<file path="src/rtl/mandel_pkg.sv">
// Shared definitions for the Mandelbrot command path: opcodes, parameter
// width, payload length and parser state encoding.
package mandel_pkg;

  localparam logic [7:0]  OP_RENDER     = 8'h01;
  localparam logic [7:0]  OP_ABORT      = 8'h02;
  localparam int unsigned PARAM_W       = 16;
  localparam int unsigned PAYLOAD_BYTES = 6;

  typedef enum logic [1:0] {
    ST_IDLE    = 2'd0,
    ST_PAYLOAD = 2'd1,
    ST_PENDING = 2'd2
  } parser_state_e;

  // Payload fields arrive most-significant byte first.
  function automatic logic [PARAM_W-1:0] be_word(input logic [7:0] hi,
                                                 input logic [7:0] lo);
    return {hi, lo};
  endfunction

endpackage

</file>
<file path="src/rtl/uart_cmd_parser.sv">
// Frames opcode+payload command packets from the UART byte strobe, latches
// render parameters and hands them to the render core with a start pulse.
module uart_cmd_parser
  import mandel_pkg::*;
#(
  parameter int unsigned TIMEOUT_CYCLES = 100000,
  parameter int unsigned PAYLOAD_BYTES  = 6
) (
  input  logic               CLK,
  input  logic               RST,
  input  logic               i_rx_valid,
  input  logic [7:0]         i_rx_byte,
  input  logic               i_core_busy,
  output logic               o_start,
  output logic               o_abort,
  output logic [PARAM_W-1:0] o_x0,
  output logic [PARAM_W-1:0] o_y0,
  output logic [PARAM_W-1:0] o_step,
  output logic               o_err,
  output logic               o_drop
);

  localparam int unsigned CNT_W = $clog2(TIMEOUT_CYCLES + 1);
  localparam int unsigned IDX_W = $clog2(PAYLOAD_BYTES);

  parser_state_e state_q, state_d;

  logic [IDX_W-1:0]                  idx_q, idx_d;
  logic [CNT_W-1:0]                  cnt_q, cnt_d, cnt_inc;
  logic [PAYLOAD_BYTES-1:0][7:0]     shadow_q, shadow_d, payload_w;
  logic                              last_byte, timeout_hit;

  logic               start_q, start_d;
  logic               abort_q, abort_d;
  logic               err_q, err_d;
  logic               drop_q, drop_d;
  logic [PARAM_W-1:0] x0_q, x0_d;
  logic [PARAM_W-1:0] y0_q, y0_d;
  logic [PARAM_W-1:0] step_q, step_d;

  assign last_byte   = (idx_q == IDX_W'(PAYLOAD_BYTES - 1));
  assign cnt_inc     = cnt_q + CNT_W'(1);
  assign timeout_hit = (cnt_inc == CNT_W'(TIMEOUT_CYCLES));

  // Shadow with the current byte merged in, so the final payload byte can
  // launch the core in the very next cycle without a detour via PENDING.
  always_comb begin
    payload_w = shadow_q;
    if (state_q == ST_PAYLOAD && i_rx_valid) begin
      payload_w[idx_q] = i_rx_byte;
    end
  end

  always_ff @(posedge CLK) begin
    if (RST) begin
      state_q <= ST_IDLE;
    end else begin
      state_q <= state_d;
    end
  end

  always_comb begin
    state_d = state_q;
    unique case (state_q)
      ST_IDLE: begin
        if (i_rx_valid && i_rx_byte == OP_RENDER) begin
          state_d = ST_PAYLOAD;
        end
      end
      ST_PAYLOAD: begin
        if (i_rx_valid) begin
          if (last_byte) begin
            state_d = i_core_busy ? ST_PENDING : ST_IDLE;
          end
        end else if (timeout_hit) begin
          state_d = ST_IDLE;
        end
      end
      ST_PENDING: begin
        if (!i_core_busy) begin
          state_d = ST_IDLE;
        end
      end
      default: state_d = ST_IDLE;
    endcase
  end

  always_comb begin
    start_d  = 1'b0;
    abort_d  = 1'b0;
    err_d    = 1'b0;
    drop_d   = 1'b0;
    x0_d     = x0_q;
    y0_d     = y0_q;
    step_d   = step_q;
    idx_d    = idx_q;
    cnt_d    = cnt_q;
    shadow_d = payload_w;
    unique case (state_q)
      ST_IDLE: begin
        if (i_rx_valid) begin
          unique case (i_rx_byte)
            OP_RENDER: begin
              idx_d = '0;
              cnt_d = '0;
            end
            OP_ABORT: abort_d = 1'b1;
            default:  err_d   = 1'b1;
          endcase
        end
      end
      ST_PAYLOAD: begin
        if (i_rx_valid) begin
          idx_d = idx_q + IDX_W'(1);
          cnt_d = '0;
          if (last_byte && !i_core_busy) begin
            start_d = 1'b1;
            x0_d    = be_word(payload_w[0], payload_w[1]);
            y0_d    = be_word(payload_w[2], payload_w[3]);
            step_d  = be_word(payload_w[4], payload_w[5]);
          end
        end else begin
          cnt_d = cnt_inc;
          err_d = timeout_hit;
        end
      end
      ST_PENDING: begin
        drop_d = i_rx_valid;
        if (!i_core_busy) begin
          start_d = 1'b1;
          x0_d    = be_word(payload_w[0], payload_w[1]);
          y0_d    = be_word(payload_w[2], payload_w[3]);
          step_d  = be_word(payload_w[4], payload_w[5]);
        end
      end
      default: ;
    endcase
  end

  always_ff @(posedge CLK) begin
    if (RST) begin
      idx_q    <= '0;
      cnt_q    <= '0;
      shadow_q <= '0;
      start_q  <= 1'b0;
      abort_q  <= 1'b0;
      err_q    <= 1'b0;
      drop_q   <= 1'b0;
      x0_q     <= '0;
      y0_q     <= '0;
      step_q   <= '0;
    end else begin
      idx_q    <= idx_d;
      cnt_q    <= cnt_d;
      shadow_q <= shadow_d;
      start_q  <= start_d;
      abort_q  <= abort_d;
      err_q    <= err_d;
      drop_q   <= drop_d;
      x0_q     <= x0_d;
      y0_q     <= y0_d;
      step_q   <= step_d;
    end
  end

  assign o_start = start_q;
  assign o_abort = abort_q;
  assign o_err   = err_q;
  assign o_drop  = drop_q;
  assign o_x0    = x0_q;
  assign o_y0    = y0_q;
  assign o_step  = step_q;

endmodule
</file>
<file path="config.mk">
export PLATFORM = sky130hd
export DESIGN_NAME = uart_cmd_parser
export DESIGN_NICKNAME = d
export VERILOG_FILES = /design/src/rtl/mandel_pkg.sv /design/src/rtl/uart_cmd_parser.sv
export SDC_FILE = /design/constraint.sdc
export NUM_CORES = 1
export LEC_CHECK = 0
export ABC_AREA = 1
export BUFFER_PORTS_ARGS = -buffer_cell sky130_fd_sc_hd__buf_4
export CAP_MARGIN = 20
export CORE_MARGIN = 8
export CORE_UTILIZATION = 40
export CTS_BUF_LIST = sky130_fd_sc_hd__clkbuf_8 sky130_fd_sc_hd__clkbuf_16
export DETAILED_ROUTE_END_ITERATION = 10
export PLACE_DENSITY = 0.71
export SETUP_SLACK_MARGIN = 0.05
export SLEW_MARGIN = 20
export SYNTH_ARGS = -nofsm -noshare
export SYNTH_HDL_FRONTEND = slang
export SYNTH_SLANG_ARGS = --single-unit
export TNS_END_PERCENT = 50
</file>
<file path="constraint.sdc">
create_clock -name CLK -period 1.8 [get_ports CLK]
set_input_delay 0.54 -clock CLK [delete_from_list [all_inputs] [get_ports CLK]]
set_output_delay 0.54 -clock CLK [all_outputs]
set_load 0.03 [all_outputs]
</file>
After elaboration in Yosys (flattened, before gate mapping):

Cells that the tools add are included.

* register bits: 122
* output and inout bits: 52
* word-level logic and storage cells: 92

* add/sub/neg operators: 2
* order comparisons: 2
* equal/unequal tests: 14
* mux-type cells: 40
* bitwise gates (word level): 3
* reductions and logical operators: 15

Operators by type and width (number)
* $mux W16: 9
* $pmux W16 S2: 3
* $mux W17: 3
* $bwmux W48: 1
* $mux W48: 1
* $pmux W17 S2: 1
* $demux W8 S3: 1
* $add A17 B1 Y17 const B: 1
* $eq A17 B17 Y1 const B: 1
* $mux W2: 6
* $reduce_and A4 Y1: 3
* $ne A2 B2 Y1 const B: 5
* $mux W3: 3
* $eq A8 B1 Y1 const B: 1
* $eq A8 B2 Y1 const B: 1
* $mux W8: 1
* $mux W1: 7
* $ne A3 B3 Y1 const B: 2
* $pmux W2 S3: 1
* $pmux W3 S2: 1
* $logic_and A1 B1 Y1: 4
* $lt A3 B4 Y1 const B: 1
* $pmux W1 S2: 2
* $reduce_bool A2 Y1: 2
* 12 further kinds: 15

Depth between registers and ports, before layout:

* word-level depth: 9
* gate-level depth with buffers: 15

Worst setup path after synthesis:

No wires, ideal clock.

* kind: input port to flip-flop
* from: input i_rx_byte[5]
* to: register cnt_q[0]
* arrival: 1.616 ns
* data required time: 1.683 ns
* path slack: 0.067 ns
* stages: 9
* buffers on the path: 1
* path through: nor4_2 nand2_1 o21ai_1 o21ai_1 inv_2 nand2_2 buf_6 a21oi_1 nor2_1

* longest elaborated chain between the ends: 3

Ends and longest elaborated chain
* start, declared: RTL line uart_cmd_parser.sv:12 `input logic [7:0] i_rx_byte,`
* $eq A8 B1 Y1: RTL line uart_cmd_parser.sv:102 `unique case (i_rx_byte)`
* $ne A2 B2 Y1 (no line)
* $reduce_and A3 Y1 (no line)
* end signal, assigned: RTL line uart_cmd_parser.sv:154 `cnt_q <= cnt_d;`
* end, declared: RTL line uart_cmd_parser.sv:29 `logic [CNT_W-1:0] cnt_q, cnt_d, cnt_inc;`

Every way passes these cells.
A chain may end at the register's enable or synchronous reset.

Final worst setup path:

* from: register cnt_q[0]
* to: register state_q[1]

* longest elaborated chain between the ends: 4

Ends and longest elaborated chain
* $add A17 B1 Y17: RTL line uart_cmd_parser.sv:42 `assign cnt_inc = cnt_q + CNT_W'(1);`
* $eq A17 B17 Y1: RTL line uart_cmd_parser.sv:43 `assign timeout_hit = (cnt_inc == CNT_W'(TIMEOUT_CYCLES));`
* $ne A3 B3 Y1 (no line)
* $reduce_and A4 Y1 (no line)
* end signal, assigned: RTL line uart_cmd_parser.sv:58 `state_q <= state_d;`
* end, declared: RTL line uart_cmd_parser.sv:26 `parser_state_e state_q, state_d;`

Every way passes these cells.

==> impl_metrics.ini <==
[run_status]
outcome = finished clean

[layout]
antenna_cells = 0
syn2layout_area_growth_pct = 37.4
nets = 724
fin_util = 0.557
layout-drive-gt1-share = 0.271

[setup_path]
startpoint = cnt_q[0]
reg2reg_depth = 16
r2r_start = cnt_q[0]
slowest_delay_ns = 0.33
criticalPathCategory = reg -> reg
critPathMaxFanout = 7
crit_chain = ha_4 > nand2_4 > nor2_4 > buf_4 > nand2_1 > nand2_1 > nand2_2 > nand2_1 > nor2_1 > nand2_1 > nor2_4 > nand3_2 > nand2_4 > nand3_2 > nand2_1 > nor2_1
setup.worst_path.start_class = flop
endpoint = state_q[1]
cp_data_required_time_ns = 2.10
cpMostUsedCell = nand2_1
critPathCaptureType = flop
reg2reg_to = state_q[1]
cp.arrival_ns = 2.09
worst_path_max_delay_cell = dfxtp_2
reg2reg_slack_ns = 0.01

[synthesis]
avgSynthCellArea_um2 = 8.10
synth.distinct_cells = 25
synth_seq_cells = 122
syn-num-nets = 614
ys_warn_count = 0
synthesis.area_um2 = 4830
ys_seq_area_frac = 0.506
synthCells = 596

[timing]
setup_violations = 0
finClkSkew_ns = 0.00626
hold_ws_ns = 0.328
max_slew_margin = 0.765
min_period_ns = 1.79
setup_tns_ns = 0
fin_ws_ns = 0.0106
clock.fmax_ghz = 0.559
final.period_utilization = 0.994
worst_slew_pin_slew_ns = 0.353
finalHoldViolCount = 0
final_max_slew_viol_count = 0
rsz0062_at_grt = true

[clock_network]
cts_buffer_depth = 2
cts.sinks = 122
path_clk_slew_ns = 0.06
cts_tree = done
cts_hold_buf = 0
clk_latency_ns = 0.41
cts_made_buffers = 17
htree_levels = 4
cts-root-buf = clkbuf_16

[pwr]
peakVddDrop_v = 0.00110
finalPower_mw = 10.9
p_per_area_nw_per_um2 = 1640
leakage_nw = 2.94

[job]
drv_cap = 0

[place]
place.gp.congestion = 0.809
portBuffers = 63
pre_cts_ws_ns = -0.388
hpwlAfterDp_mm = 8.46

[grt]
first_global_vias = 4495
grt_use_total = 0.163
antenna_found_initial = 0
grt.overflow.total = 0
grt_max_degree = 40
grt_pass1_wl_mm = 21.3

[die]
top_level_ports = 64
dieArea_um2 = 15800
fp.coreArea_um2 = 11900
die_w_um = 126
core.rowCount = 40
dieHeight_um = 126
start_util = 0.405

[route]
drtAntennaViolNets = 0
detail_route.wl_per_cell_um = 15.4
drcViolationCount = 0
firstDrtPassIters = 5
wirelength_mm = 13.4
routed-wl-met2_mm = 6.53
top_layer = met4
vias_per_cell = 5.25
routed-wl-met3_um = 788
drtIter0Drc = 330
wl_met1_mm = 5.75
via_count = 4545

[worst_hold_path]
hold_class = in -> reg
hold_path_depth = 2
## where the power goes
part | total, mW | internal, mW | leakage [nW] | switching, mW
clock network | 3.25 | 1.96 | 0.267 | 1.29
logic | 4.03 | 1.61 | 1.68 | 2.42
registers | 3.58 | 3.26 | 0.990 | 0.316
total | 10.9 | 6.83 | 2.94 | 4.02
## layout by cell type (no fill, tap or decap)
cell type,count
a21oi_1,81
a21oi_2,4
buf_12,4
buf_16,1
buf_4,105
buf_6,1
bufinv_16,1
clkbuf_16,21
clkbuf_8,1
clkinv_4,3
clkinvlp_4,5
dfxtp_1,114
dfxtp_2,8
ha_1,4
ha_2,1
ha_4,1
inv_1,35
inv_2,2
inv_6,5
mux2i_1,35
mux2i_2,1
nand2_1,84
nand2_2,4
nand2_4,3
nand3_1,16
nand3_2,8
nand3b_1,1
nand4_1,9
nor2_1,82
nor2_2,5
nor2_4,7
nor3_1,4
nor4_1,1
nor4_2,1
o2111a_2,1
o21ai_0,56
o21ai_1,2
or2_2,1
xnor2_2,1
## metrics by stage
| step | cell area [um^2] | cells |
|---|---|---|
| floorplan | 4830 | 596 |
| finish | 6630 | 866 |
| global route | 6630 | 866 |
| detailed placement | 5700 | 821 |
| CTS | 6390 | 860 |
| global placement | 5700 | 821 |
## worst min-delay path by stage
stage                      start      endpoint  slack (ns)
floorplan           shadow_q[17]  shadow_q[17]        0.45
global placement    shadow_q[33]  shadow_q[33]        0.46
detailed placement  shadow_q[33]  shadow_q[33]        0.47
CTS                  i_core_busy       o_start        0.31
global route         i_core_busy       o_start        0.32
finish               i_core_busy       o_start        0.33
## critical path, delay by kind of cell, from the launching register on
kind          cells  cell delay, ns
simple gates     14            1.03
fa+ha+maj         1            0.18
flops             1            0.33
buf+inv           1            0.13
## Yosys cell counts, drive strengths merged
master / instances / share of area
nand2: 91 / 0.072
nand3b: 1 / 0.0016
inv: 37 / 0.029
nor2: 94 / 0.081
nor4: 2 / 0.0039
dfxtp: 122 / 0.51
buf: 6 / 0.0075
o21ai: 58 / 0.060
or2: 1 / 0.0013
nand3: 24 / 0.025
ha: 6 / 0.016
o2111a: 1 / 0.0023
nor3: 4 / 0.0041
xnor2: 1 / 0.0018
nand4: 9 / 0.012
a21oi: 85 / 0.088
mux2i: 36 / 0.075
clkbuf: 18 / 0.014
## repair_timing
action | in CTS | in global routing
endpoints found under the setup margin | 15 | 112
buffers inserted | 6 | 2
resized for setup | 13 | 32
pin swaps | 8 | 12
cloned | 1 | 4
## layer usage
layer	global-route usage	vias up
li1	-	2220
met1	0.190	2143
met2	0.278	154
met3	0.0422	28
met4	0.0708	0
met5	0	-
## layout make-up
| class | count | area (um^2) |
|---|---|---|
| Fill cell | 1023 | 5280 |
| Sequential cell | 122 | 2450 |
| Multi-Input combinational cell | 413 | 2270 |
| Timing Repair Buffer | 115 | 1010 |
| Clock buffer | 18 | 439 |
| Tap cell | 147 | 184 |
| Inverter | 37 | 139 |
| Clock inverter | 14 | 138 |
## flip-flops by register name (all words and copies together), names as in the netlist
name / cells
cnt_q: 17
idx_q: 3
o_abort: 1
o_drop: 1
o_err: 1
o_start: 1
o_step: 16
o_x0: 16
o_y0: 16
shadow_q: 48
state_q: 2
## cell families after synthesis
| kind of cell | after synthesis | share of synthesized area |
|---|---|---|
| XOR/XNOR | 1 | 0.00181 |
| buffers and inverters | 61 | 0.0503 |
| multiplexers | 36 | 0.0747 |
| adder cells (fa/ha/maj) | 6 | 0.0156 |
| flip-flops | 122 | 0.506 |
| AO/OA/AOI/OAI | 144 | 0.151 |
| AND/OR/NAND/NOR | 226 | 0.201 |
No activity file was read; power rests on OpenSTA's default activity.
